===== src/rtl/alu_iter_pkg.sv =====
// Decoded ALU operator encoding shared between the decoder and the execute stage.
package alu_iter_pkg;

   typedef enum logic [4:0] {
      ALU_ADD, ALU_SUB, ALU_XOR, ALU_OR, ALU_AND,
      ALU_SLL, ALU_SRL, ALU_SRA, ALU_SLT, ALU_SLTU,
      ALU_CLMUL, ALU_CLMULH, ALU_CLMULR,
      ALU_CPOP, ALU_CLZ, ALU_CTZ
   } alu_op_e;

endpackage


===== src/rtl/alu_iter_unit.sv =====
// Bit-serial CLMUL/CPOP/CLZ/CTZ: 32/BITS_PER_CYCLE+1 cycles, ready_o low until the result is taken.
// Define ALU_ITER_EARLY_EXIT_EN to leave BUSY once the remaining operand bits cannot change the result.
module alu_iter_unit
   import alu_iter_pkg::*;
#(
   parameter int BITS_PER_CYCLE = 4,
   parameter bit RV32B          = 1'b1
) (
   input  logic        clk_i,
   input  logic        rst_i,
   input  logic        valid_i,
   output logic        ready_o,
   input  alu_op_e     alu_operator_i,
   input  logic [31:0] op_a_i,
   input  logic [31:0] op_b_i,
   input  logic        kill_i,
   output logic        result_valid_o,
   input  logic        result_ready_i,
   output logic [31:0] result_o,
   output logic        illegal_o
);

   localparam int ITERS = 32 / BITS_PER_CYCLE;
   localparam int CW    = $clog2(ITERS) + 1;

   typedef enum logic [1:0] {IDLE, BUSY, DONE} state_e;

   state_e          state_q, state_d;
   alu_op_e         op_q;
   logic [31:0]     a_q, b_q, a_in, final_res, result_q;
   logic [63:0]     acc_q, acc_d;
   logic            found_q, found_d, illegal_q;
   logic [CW-1:0]   cnt_q;
   logic [5:0]      idx;
   logic            supported, last_iter, early_exit, finish;

   assign supported = RV32B && (alu_operator_i inside
      {ALU_CLMUL, ALU_CLMULH, ALU_CLMULR, ALU_CPOP, ALU_CLZ, ALU_CTZ});

   // CLZ latches A bit-reversed so it shares the ascending CTZ scan.
   always_comb begin
      a_in = op_a_i;
      if (alu_operator_i == ALU_CLZ) begin
         for (int k = 0; k < 32; k++) a_in[k] = op_a_i[31-k];
      end
   end

   always_comb begin
      acc_d   = acc_q;
      found_d = found_q;
      idx     = '0;
      for (int j = 0; j < BITS_PER_CYCLE; j++) begin
         idx = 6'(int'(cnt_q) * BITS_PER_CYCLE + j);
         case (op_q)
            ALU_CLMUL, ALU_CLMULH, ALU_CLMULR: begin
               if (b_q[idx[4:0]]) acc_d = acc_d ^ ({32'b0, a_q} << idx);
            end
            ALU_CPOP: acc_d = acc_d + 64'(a_q[idx[4:0]]);
            default: begin
               if (!found_d && a_q[idx[4:0]]) begin
                  acc_d   = 64'(idx);
                  found_d = 1'b1;
               end
            end
         endcase
      end
   end

   assign last_iter = (cnt_q == CW'(ITERS - 1));

`ifdef ALU_ITER_EARLY_EXIT_EN
   logic [31:0] rem_mask;
   always_comb begin
      rem_mask = 32'hFFFF_FFFF << 7'((int'(cnt_q) + 1) * BITS_PER_CYCLE);
      case (op_q)
         ALU_CLMUL, ALU_CLMULH, ALU_CLMULR: early_exit = ((b_q & rem_mask) == '0);
         ALU_CPOP:                          early_exit = ((a_q & rem_mask) == '0);
         default:                           early_exit = found_d;
      endcase
   end
`else
   assign early_exit = 1'b0;
`endif

   assign finish = last_iter || early_exit;

   always_comb begin
      case (op_q)
         ALU_CLMUL:  final_res = acc_d[31:0];
         ALU_CLMULH: final_res = acc_d[63:32];
         ALU_CLMULR: final_res = acc_d[62:31];
         ALU_CPOP:   final_res = acc_d[31:0];
         default:    final_res = found_d ? acc_d[31:0] : 32'd32;
      endcase
   end

   always_ff @(posedge clk_i) begin
      if (rst_i) state_q <= IDLE;
      else       state_q <= state_d;
   end

   always_comb begin
      state_d        = state_q;
      ready_o        = 1'b0;
      result_valid_o = 1'b0;
      case (state_q)
         IDLE: begin
            ready_o = 1'b1;
            if (valid_i) state_d = supported ? BUSY : DONE;
         end
         BUSY: if (finish) state_d = DONE;
         DONE: begin
            result_valid_o = 1'b1;
            if (result_ready_i) state_d = IDLE;
         end
         default: state_d = IDLE;
      endcase
      if (kill_i) state_d = IDLE;
   end

   always_ff @(posedge clk_i) begin
      if (rst_i) begin
         op_q      <= ALU_ADD;
         a_q       <= '0;
         b_q       <= '0;
         acc_q     <= '0;
         found_q   <= 1'b0;
         cnt_q     <= '0;
         result_q  <= '0;
         illegal_q <= 1'b0;
      end else if (!kill_i) begin
         if (state_q == IDLE && valid_i) begin
            if (supported) begin
               op_q      <= alu_operator_i;
               a_q       <= a_in;
               b_q       <= op_b_i;
               acc_q     <= '0;
               found_q   <= 1'b0;
               cnt_q     <= '0;
               illegal_q <= 1'b0;
            end else begin
               result_q  <= '0;
               illegal_q <= 1'b1;
            end
         end else if (state_q == BUSY) begin
            acc_q   <= acc_d;
            found_q <= found_d;
            cnt_q   <= cnt_q + CW'(1);
            if (finish) result_q <= final_res;
         end
      end
   end

   assign result_o  = result_q;
   assign illegal_o = illegal_q;

endmodule


===== config.mk =====
export PLATFORM = sky130hd
export DESIGN_NAME = alu_iter_unit
export DESIGN_NICKNAME = d
export VERILOG_FILES = /design/src/rtl/alu_iter_pkg.sv /design/src/rtl/alu_iter_unit.sv
export SDC_FILE = /design/constraint.sdc
export NUM_CORES = 2
export LEC_CHECK = 0
export BUFFER_PORTS_ARGS = -buffer_cell sky130_fd_sc_hd__buf_2
export CAP_MARGIN = 20
export CORE_UTILIZATION = 45
export DETAILED_ROUTE_END_ITERATION = 10
export GPL_ROUTABILITY_DRIVEN = 0
export PLACE_DENSITY_LB_ADDON = 0.1
export SYNTH_ARGS = -nofsm -noshare
export SYNTH_HDL_FRONTEND = slang
export SYNTH_SLANG_ARGS = --single-unit

===== constraint.sdc =====
create_clock -name clk_i -period 21.3 [get_ports clk_i]
set_input_delay 4.26 -clock clk_i [delete_from_list [all_inputs] [get_ports clk_i]]
set_output_delay 4.26 -clock clk_i [all_outputs]
set_load 0.02 [all_outputs]

==> metrics.cfg <==
[layout]
multi_input_area_mm2=0.0216
seq_area_mm2=0.00347
syn2layout_area_growth_pct=5.79
nets=3781
drive_gt1_frac=0.128
nFillCells=6045

[yosys]
syn_area_mm2=0.0266
synth_cell_types=132
synth_fp_nets=3882
synthCells=3799
ys.warnings.count=0
yosysSeqAreaShare=0.130
ys_seq_elements=173
synthArstFlopShare=0
synth_area_per_cell_um2=6.99
synthFlopType=dfxtp_1
synth_edf_count=0

[timing]
fin_crit_ns=10.57
fmax_mhz=94.6
tns_ns=0
fin_hold_ws_ns=0.456
slew_headroom=0.00161
worst_pin_slew_ns=1.50
rsz0062_at_grt=false
setup_viol=0
skew_ns=0.0243
fin_crit_sh=0.496
finalMaxSlewViolations=0
hold_viol_final=0

[floorplan]
core_area_mm2=0.0580
start_util=0.458
fp.dieW_um=245
rows=88
dieHeight_um=245
die_area_mm2=0.0600
num_io_pins=109

[pwr]
irDropWorstVdd_v=0.0000654
powerDensity_mw_per_mm2=25.7
p_total_mw=0.722
leakage_nw=8.71

[run_status]
status=completed

[route]
drcViolationCount=0
routed_wl_um=141000
wl_per_cell_um=31.4
drtIter0Drc=5448
num_vias=33500
vias_per_cell=7.47
final_antenna_net_count=0
dr.pass1.iters=8

[clock_tree]
cts.path.max_buffers=2
post_cts_buffers=0
cts_htree_levels=4
hold_buffers=0
cts.sinks=173
clock-root-buffer=clkbuf_16
numCtsBuffers=17
cts_tree=built
post_cts_resized=0
clock_latency_ns=0.52
path_clk_slew_ns=0.08

[critical_path]
critPathMaxFanout=72
crit_family=simple AND/OR/NAND/NOR gates
required_ns=21.75
endpoint_kind=flip-flop
rrSetupSlack_ns=10.73
cp_common_cell=nor2_1
cp_num_buf_inv=1
cp_slowest_cell=o21ai_0
crit_type=flip-flop to flip-flop
crit_path_start_kind=flip-flop
slowest_delay_ns=0.86
arrival_ns=11.02

[grt]
grt_overflow=0
antenna_found_initial=6
track_usage=0.459
grt_pass1_wl_um=204000
grt_pass1_vias=30500
grt_max_degree=158

[placement]
dp_hpwl_um=103000
portBuffers=108

[job]
max-cap-violations=0

[min_path]
min_path_type=flip-flop to flip-flop

## kinds of logic after synthesis
kind of cell,after synthesis,share of synthesized area
AO/OA/AOI/OAI,1197,0.318
XOR/XNOR,266,0.0877
adder cells (fa/ha/maj),9,0.00424
buffers and inverters,370,0.0617
flip-flops,173,0.130
multiplexers,160,0.0732
AND/OR/NAND/NOR,1624,0.325
## worst paths after layout
kind	start	end	cells past startpoint
setup / recovery	cnt_q[0]	result_o[14]	28
hold / removal	result_o[0]	result_o[0]	2
setup reg to reg	cnt_q[0]	result_o[14]	28
hold reg to reg	result_o[0]	result_o[0]	2
## per-layer routing
| layer | up-vias | global-route usage | wire (um) |
|---|---|---|---|
| met5 | - | 0.0155 | 150 |
| met4 | 6 | 0.387 | 14700 |
| met3 | 808 | 0.171 | 19400 |
| met2 | 2683 | 0.658 | 56600 |
| met1 | 15700 | 0.537 | 49800 |
| li1 | 14300 | - | - |
## synth_stat cells, types with 29 or more instances
cell type  instances  area (um^2)
a211oi_1          52          390
a21oi_1          245         1230
a22o_1            63          552
a22oi_1           86          646
a31oi_1           36          225
and2_1            42          263
and3_1            46          288
buf_1             38          143
buf_2             60          300
clkbuf_1         208          781
dfxtp_1          173         3460
inv_1             29          109
mux2_2            42          473
mux2i_1           94          941
nand2_1          376         1410
nand2b_1          37          231
nand3_1          137          686
nand4_1           82          513
nor2_1           391         1470
nor3_1           113          566
nor4_1            92          576
o211ai_1          29          218
o21ai_0          215         1080
o22ai_1           45          282
o31ai_1           49          368
or3_1             47          294
or4_1             41          308
xnor2_1          174         1520
xor2_1            92          806
## registers in the layout (all words and copies together), names as in the netlist
signal and cells:
found_q 1, result_o 32, state_q 2, b_q 32
op_q 5, a_q 32, cnt_q 4, acc_q 64
illegal_o 1
## placed cells by master (no fill, tap or decap), types with 95 or more instances in the layout
cell     instances
nor3_1         110
buf_2          111
nand2_1        374
nand3_1        137
o21ai_0        215
nor2_1         389
xnor2_1        174
buf_4           95
dfxtp_1        169
a21oi_1        242
## final cells by class
| class | instances | area share |
|---|---|---|
| Multi-Input combinational cell | 3256 | 0.768 |
| Clock buffer | 19 | 0.0154 |
| Inverter | 35 | 0.00467 |
| Clock inverter | 12 | 0.00370 |
| Tap cell | 765 | 0.0341 |
| Sequential cell | 173 | 0.124 |
| Antenna cell | 7 | 0.000623 |
| Timing Repair Buffer | 215 | 0.0498 |
## tightest hold or removal path, cell delays in order, from the launching register on
cell and delay (ns):
dfxtp_1 0.32, nand2_1 0.05, o31ai_1 0.05
## power by group
part | internal (mW) | total (mW) | switching [mW]
logic | 0.0210 | 0.0765 | 0.0555
clock network | 0.152 | 0.316 | 0.164
registers | 0.326 | 0.330 | 0.00432
## metrics by stage
stage	cells	setup WS [ns]	cell area, um^2	util
floorplan	3799	11.08	26600	-
global placement	4434	11.56	27500	0.473
detailed placement	4436	11.32	27500	0.473
CTS	4467	11.24	28000	0.483
global route	4477	10.11	28100	0.484
finish	4482	10.73	28100	0.484
No activity file was read; power rests on OpenSTA's default activity.
